`src/rtl/qu_rob_ctrl.sv`:
```
// qu_rob_ctrl: reorder-buffer controller for the Qu out-of-order core.
// Allocates entries in program order, tracks each one through
// PENDING -> EXECUTE -> RETIRED, presents the head for in-order commit and
// flushes the whole buffer when a mispredicted branch commits.
// Optional feature: define QU_ROB_WB_CHECK_EN to enable the sticky
// illegal issue/writeback flag on wb_err_o (tied to 0 otherwise).

package qu_rob_pkg;
  localparam int unsigned ROB_DEPTH         = 8;
  localparam int unsigned ROB_ADDR_WIDTH    = $clog2(ROB_DEPTH);
  localparam int unsigned PHY_RF_ADDR_WIDTH = 6;

  typedef logic [31:0] dest_t;

  typedef enum logic [1:0] {
    ROB_EMPTY   = 2'd0,
    ROB_PENDING = 2'd1,
    ROB_EXECUTE = 2'd2,
    ROB_RETIRED = 2'd3
  } rob_state_t;

  typedef struct packed {
    logic [PHY_RF_ADDR_WIDTH-1:0] phyreg_old;
    dest_t                        dest;
    logic                         store;
    logic                         load;
    logic [31:0]                  value;
    logic                         mispredicted_branch;
    rob_state_t                   state;
  } rob_cell_t;
endpackage

module qu_rob_ctrl
  import qu_rob_pkg::*;
#(
  parameter int unsigned DEPTH = ROB_DEPTH,
  parameter int unsigned AW    = $clog2(DEPTH)
) (
  input  logic                         clk,
  input  logic                         rst_n,
  input  logic                         alloc_valid_i,
  output logic                         alloc_ready_o,
  input  logic [PHY_RF_ADDR_WIDTH-1:0] alloc_phyreg_old_i,
  input  logic [31:0]                  alloc_dest_i,
  input  logic                         alloc_store_i,
  input  logic                         alloc_load_i,
  output logic [AW-1:0]                alloc_addr_o,
  input  logic                         issue_valid_i,
  input  logic [AW-1:0]                issue_addr_i,
  input  logic                         wb_valid_i,
  input  logic [AW-1:0]                wb_addr_i,
  input  logic [31:0]                  wb_value_i,
  input  logic                         wb_mispredict_i,
  output logic                         commit_valid_o,
  input  logic                         commit_ready_i,
  output logic [AW-1:0]                commit_addr_o,
  output logic [$bits(rob_cell_t)-1:0] commit_cell_o,
  output logic                         flush_o,
  output logic                         full_o,
  output logic                         empty_o,
  output logic [AW:0]                  count_o,
  output logic                         wb_err_o
);

  localparam logic [AW:0] FULL_COUNT = (AW+1)'(DEPTH);

  rob_cell_t     cells_q [DEPTH];
  rob_cell_t     cells_d [DEPTH];
  logic [AW-1:0] head_q, head_d;
  logic [AW-1:0] tail_q, tail_d;
  logic [AW:0]   count_q, count_d;

  rob_cell_t     head_cell;
  logic          alloc_hs;
  logic          commit_hs;
  logic          issue_ok;
  logic          wb_ok;

  assign head_cell      = cells_q[head_q];
  assign full_o         = (count_q == FULL_COUNT);
  assign empty_o        = (count_q == '0);
  assign count_o        = count_q;
  assign alloc_addr_o   = tail_q;
  assign commit_addr_o  = head_q;
  assign commit_cell_o  = head_cell;
  assign commit_valid_o = (head_cell.state == ROB_RETIRED) && !empty_o;
  assign commit_hs      = commit_valid_o && commit_ready_i;
  assign flush_o        = commit_hs && head_cell.mispredicted_branch;
  assign alloc_ready_o  = !full_o && !flush_o;
  assign alloc_hs       = alloc_valid_i && alloc_ready_o;
  assign issue_ok       = issue_valid_i && (cells_q[issue_addr_i].state == ROB_PENDING);
  assign wb_ok          = wb_valid_i && ((cells_q[wb_addr_i].state == ROB_PENDING) ||
                                         (cells_q[wb_addr_i].state == ROB_EXECUTE));

  // Per-entry next state; later updates override earlier ones so writeback
  // beats issue, and a freshly allocated tail entry overrides everything.
  always_comb begin
    for (int unsigned i = 0; i < DEPTH; i++) begin
      cells_d[i] = cells_q[i];
      if (flush_o) begin
        cells_d[i] = '0;
      end else begin
        if (issue_ok && (issue_addr_i == AW'(i))) begin
          cells_d[i].state = ROB_EXECUTE;
        end
        if (wb_ok && (wb_addr_i == AW'(i))) begin
          cells_d[i].value               = wb_value_i;
          cells_d[i].mispredicted_branch = wb_mispredict_i;
          cells_d[i].state               = ROB_RETIRED;
        end
        if (commit_hs && (head_q == AW'(i))) begin
          cells_d[i].state = ROB_EMPTY;
        end
        if (alloc_hs && (tail_q == AW'(i))) begin
          cells_d[i]            = '0;
          cells_d[i].phyreg_old = alloc_phyreg_old_i;
          cells_d[i].dest       = alloc_dest_i;
          cells_d[i].store      = alloc_store_i;
          cells_d[i].load       = alloc_load_i;
          cells_d[i].state      = ROB_PENDING;
        end
      end
    end
  end

  // Pointer and occupancy next state; a flush returns everything to zero.
  always_comb begin
    head_d  = head_q;
    tail_d  = tail_q;
    count_d = count_q;
    if (flush_o) begin
      head_d  = '0;
      tail_d  = '0;
      count_d = '0;
    end else begin
      if (commit_hs) head_d = head_q + AW'(1);
      if (alloc_hs)  tail_d = tail_q + AW'(1);
      case ({alloc_hs, commit_hs})
        2'b10:   count_d = count_q + (AW+1)'(1);
        2'b01:   count_d = count_q - (AW+1)'(1);
        default: count_d = count_q;
      endcase
    end
  end

  // Entry storage and pointers.
  always_ff @(posedge clk or negedge rst_n) begin
    if (!rst_n) begin
      for (int unsigned i = 0; i < DEPTH; i++) begin
        cells_q[i] <= '0;
      end
      head_q  <= '0;
      tail_q  <= '0;
      count_q <= '0;
    end else begin
      for (int unsigned i = 0; i < DEPTH; i++) begin
        cells_q[i] <= cells_d[i];
      end
      head_q  <= head_d;
      tail_q  <= tail_d;
      count_q <= count_d;
    end
  end

`ifdef QU_ROB_WB_CHECK_EN
  logic wb_err_q, wb_err_d;
  logic illegal_op;

  assign illegal_op = (wb_valid_i && !wb_ok) || (issue_valid_i && !issue_ok);
  assign wb_err_d   = wb_err_q || illegal_op;
  assign wb_err_o   = wb_err_q;

  // Sticky record of any issue/writeback aimed at an entry in the wrong state.
  always_ff @(posedge clk or negedge rst_n) begin
    if (!rst_n) begin
      wb_err_q <= 1'b0;
    end else begin
      wb_err_q <= wb_err_d;
    end
  end
`else
  assign wb_err_o = 1'b0;
`endif

endmodule

```
`config.mk`:
```
export PLATFORM = sky130hd
export DESIGN_NAME = qu_rob_ctrl
export DESIGN_NICKNAME = d
export VERILOG_FILES = /design/src/rtl/qu_rob_ctrl.sv
export SDC_FILE = /design/constraint.sdc
export NUM_CORES = 1
export LEC_CHECK = 0
export ABC_AREA = 1
export CAP_MARGIN = 20
export CORE_MARGIN = 3
export CORE_UTILIZATION = 61
export DETAILED_ROUTE_END_ITERATION = 6
export HOLD_SLACK_MARGIN = 0.12
export PLACE_DENSITY_LB_ADDON = 0.3
export SLEW_MARGIN = 20
export SYNTH_ARGS = -nofsm -noshare
export SYNTH_HDL_FRONTEND = slang
export SYNTH_SLANG_ARGS = --single-unit
```
`constraint.sdc`:
```
create_clock -name clk -period 7.1 [get_ports clk]
set_input_delay 2.13 -clock clk [delete_from_list [all_inputs] [get_ports clk]]
set_output_delay 2.13 -clock clk [all_outputs]
set_load 0.01 [all_outputs]
```
=== Word-level counts from Yosys, hierarchy flattened ===
Index checks and enable logic that the tools add are counted.

* Add/subtract/negate cells: 4
* $lt $le $gt $ge: 3
* Equality and inequality tests: 35
* Mux-type cells: 55
* Bitwise logic cells: 3
* Reductions and logical operators: 75

{| class="wikitable"
|+ Operators with widths
! cell !! count
|-
| $mux 75 || 18
|-
| $bmux 75 s3 || 3
|-
| $mux 35 || 8
|-
| $eq 3x3->1 const B || 16
|-
| $mux 2 || 20
|-
| $reduce_bool 5->1 || 8
|-
| $logic_and 1x1->1 || 39
|-
| $reduce_bool 3->1 || 9
|-
| $eq 3x2->1 const B || 8
|-
| $reduce_bool 2->1 || 10
|-
| $eq 3x1->1 const B || 4
|-
| $ge 4x4->1 const B || 3
|-
| $logic_not 3->1 || 4
|-
| $mux 3 || 4
|-
| $not 3->4 || 3
|-
| $pmux 4 s2 || 1
|-
| $add 3x1->3 const B || 2
|-
| $eq 2x1->1 const B || 3
|-
| $eq 2x2->1 const B || 3
|-
| $add 4x1->4 const B || 1
|-
| $eq 4x4->1 const B || 1
|-
| $logic_not 4->1 || 1
|-
| $mux 4 || 1
|-
| $sub 4x1->4 const B || 1
|-
| 2 further kinds || 4
|}

* Register bits: 610
* Output and inout bits: 91
* Word-level logic and storage cells: 234

=== Longest topological paths before layout ===
* Depth in word-level cells: 14
* Mapped depth: 19
* Mapped depth without buffers: 18

=== Worst setup path before layout ===
No wires, ideal clock.

* Kind: input to output
* Start point: input commit_ready_i
* End point: output alloc_ready_o
* Data arrival time: 3217 ps
* Path slack: 1753 ps
* Cell stages on the path: 8
* Buffers on the path: 3
* Path through: inv_1 -> nor3_4 -> nand2_2 -> buf_6 -> buf_2 -> buf_2 -> nand2_1 -> inv_1

* Cells in the longest elaborated chain, start to end: 4

{| class="wikitable"
|+ RTL lines
! element !! line !! RTL
|-
| start, declared || 55 || <nowiki>input logic commit_ready_i,</nowiki>
|-
| $logic_and 1x1->1 || 87 || <nowiki>assign commit_hs = commit_valid_o && commit_ready_i;</nowiki>
|-
| $logic_and 1x1->1 || 88 || <nowiki>assign flush_o = commit_hs && head_cell.mispredicted_branch;</nowiki>
|-
| $logic_not 1->1 || 89 || <nowiki>assign alloc_ready_o = !full_o && !flush_o;</nowiki>
|-
| $logic_and 1x1->1 || 89 ||
|-
| end, declared || 42 || <nowiki>output logic alloc_ready_o,</nowiki>
|}

No other way between the ends.

=== Worst setup path in the final report ===
* Start point: input commit_ready_i
* End point: output flush_o

* Cells in the longest elaborated chain, start to end: 2

{| class="wikitable"
|+ RTL lines
! element !! line !! RTL
|-
| $logic_and 1x1->1 || 87 ||
|-
| $logic_and 1x1->1 || 88 ||
|-
| end, declared || 58 || <nowiki>output logic flush_o,</nowiki>
|}

No other way between the ends.

==> metrics.txt <==
outcome complete, no violations; CTS buffer count about 60; Post-CTS Hold Buffers 0; Net Count, Synth 4065; nets@finish 4000; worst hold path startpoint cells_q[357]; worst slew pin tran about 1200 ps; Synth cell types 36; flops & latches, synth 610; Starting Density 62.4%; leading cell type in the layout, fill and taps excluded nand2_1; Avg Vias per Cell 6.04; critical path class in -> out; area grow syn2layout 12.4%; layout cells sized above 1 5.42%; leakage 15.9 nW; gr usage total 34.3%; Tmin final ~6500 ps; Layout Cells excl Fill 4610; 1st-iter DRT viols 3398; worst hold path type reg -> reg; largest net degree at the start of global routing 181; hpwl dp 49.3 mm; routed wire length approximately 91 mm; delay-heaviest family, CP buffers and inverters; final slew viol count 0; htree depth 2; Slowest-stage cell, CP nor3_4; final hold slack 490 ps; RSZ-0062 raised after global routing no; clk_lat worst skew 630 ps; initial antenna violation count 5; core area 48300 um^2; router iterations before antenna repair 6; clock root buffer clkbuf_16; top-area cell type share of the netlist area 50.6%; CTS tree done; first-pass GRT wire length roughly 150 mm; Worst EP required 4970 ps; Crit. End Element output pin; vias between 20000 and 30000; R2R Path Start commit_addr_o[0]; PwrDens 480 nW/um^2; I/O pins 176; GRT Residual Overflow 0; Tcrit/Tclk final between 90% and 100%; CTS resizes 0; clk sinks 610; crit path from commit_ready_i; Rel. slew slack 22.8%; netlist area before placement 30200 um^2; die span in y between 200 and 250 um; dpl cells 4493; Max Root-Sink Buffers 3; cell taking the most area after synthesis dfrtp_1; clk slew on worst S/H paths 60 ps; Filler Cell Count between 3000 and 4000; maximum clock frequency 0.154 GHz; Die W 228 um; max-cap viol count 0; Util after Layout 70.2%; Ys Warns 0; synth top area cells dfrtp_1 (51%), nand2_1 (15%), o21ai_0 (7.5%); crit path DAT about 4400 ps; vias in the first global route 26700; Die Area 52200 um^2; clk_skew ~18 ps; CP startpoint kind input pin; Max VDD drop 0.000303 V; final total power 16.3 mW; worst-path maximum fanout 41; sequential area share after synthesis 50.6%; final setup TNS 0 ps; Final setup viols 0; Synth Area per Inst 7.61 um^2; IO buf count 174; row cnt 80; CP Buf/Inv Count 4; Fin. Hold Viols 0; Final ANT Viol Nets 0; GPL Wtd Cong 0.853; crit-path cells clkdlybuf4s50_1 > inv_1 > nor3_4 > nand2_8 > inv_1 > clkdlybuf4s50_1; most frequent cells in the layout nand2_1 (1192), dfrtp_1 (608), o21ai_0 (455), a21oi_1 (402), nor2_1 (320); WL per Instance about 20 um; Gate Count Post-Synth between 3000 and 4000; residual DRC count 0; Setup Buffers After CTS 0; Worst path max stage delay between 500 and 600 ps
==> synth_stat cells <==
cell type / instances
xor2_1: 1
fa_1: 1
o22ai_1: 35
o2111ai_1: 1
nand4_2: 6
nand3_2: 8
ha_1: 14
nor2_1: 320
inv_2: 5
o21ai_0: 455
nand2_1: 1196
xnor2_1: 1
buf_4: 11
o311ai_0: 1
a21oi_1: 402
buf_2: 83
inv_1: 214
nand4_1: 10
o211ai_1: 1
nand3_1: 207
a21oi_2: 30
clkinv_1: 8
o21ai_1: 2
a31oi_1: 72
clkbuf_1: 201
nand4_4: 2
nand2_2: 5
nand3b_1: 1
nor3_4: 1
nor3_1: 2
clkbuf_2: 35
o31ai_1: 1
buf_6: 3
dfrtp_1: 610
conb_1: 1
buf_1: 19
==> flip-flops by register name, summed over array words and instances, names as in the netlist <==
register       flops
alloc_addr_o       3
commit_addr_o      3
count_o            4
cells_q          600
==> per-layer routing <==
layer / share of wire (%) / global-route usage, % / vias up
met5: 0.034 / 0 / -
met4: 3.4 / 13.6 / 4
met3: 11 / 7.19 / 246
met2: 46 / 52.9 / 1615
met1: 40 / 48.1 / 13300
li1: - / - / 12700
==> area by class of cell <==
cell class	count	area (um^2)	share of cell area, %
clock buffers	96	1870	5.51
multi-input cells	2776	12600	37.1
diodes	3	7.51	0.0221
repair buffers	224	2260	6.66
inverters	227	867	2.56
clock inverters	18	260	0.767
flip-flops and latches	610	15300	45.0
well taps	656	821	2.42
==> where the power goes <==
part           switching [mW]  internal, mW  leakage, nW
registers               0.797          4.97         7.98
logic                    4.42          2.71         6.84
clock network            1.39          2.02         1.05
==> worst min-delay path, delay by kind of cell (launching register included) <==
kind / cells / cell delay (ps)
DFF: 1 / 340
and+or+nand+nor: 2 / 120
==> through the flow <==
stage | instance area [um^2] | setup WS [ps]
after floorplan | 30200 | 1750
after global placement | 31800 | 715
after CTS | 33900 | 619
after detailed placement | 31800 | 647
final | 33900 | 610
after global routing | 33900 | 443
==> cell families (layout without fill, tap and decap cells) <==
| logic type | Yosys count | after routing | share of synthesized area, % |
|---|---|---|---|
| and+or+nand+nor | 1758 | 1758 | 23.4 |
| AOI/OAI and AO/OA | 1000 | 1000 | 17.4 |
| DFF | 610 | 610 | 50.6 |
| buffers and inverters | 579 | 565 | 7.90 |
| adders and majority gates | 15 | 15 | 0.647 |
| xor gates and xnor gates | 2 | 2 | 0.0580 |
| other | 1 | 4 | 0.0124 |
==> worst paths after layout <==
check | end | slack, ps | cells past startpoint
min in group asynchronous | cells_q[151] | 1530 | 1
hold reg to reg | cells_q[357] | 490 | 2
max in group asynchronous | cells_q[491] | 4260 | 2
setup / recovery | flush_o | 610 | 6
hold / removal | cells_q[357] | 490 | 2
setup reg to reg | cells_q[575] | 1930 | 11
No activity file was read; power rests on OpenSTA's default activity.
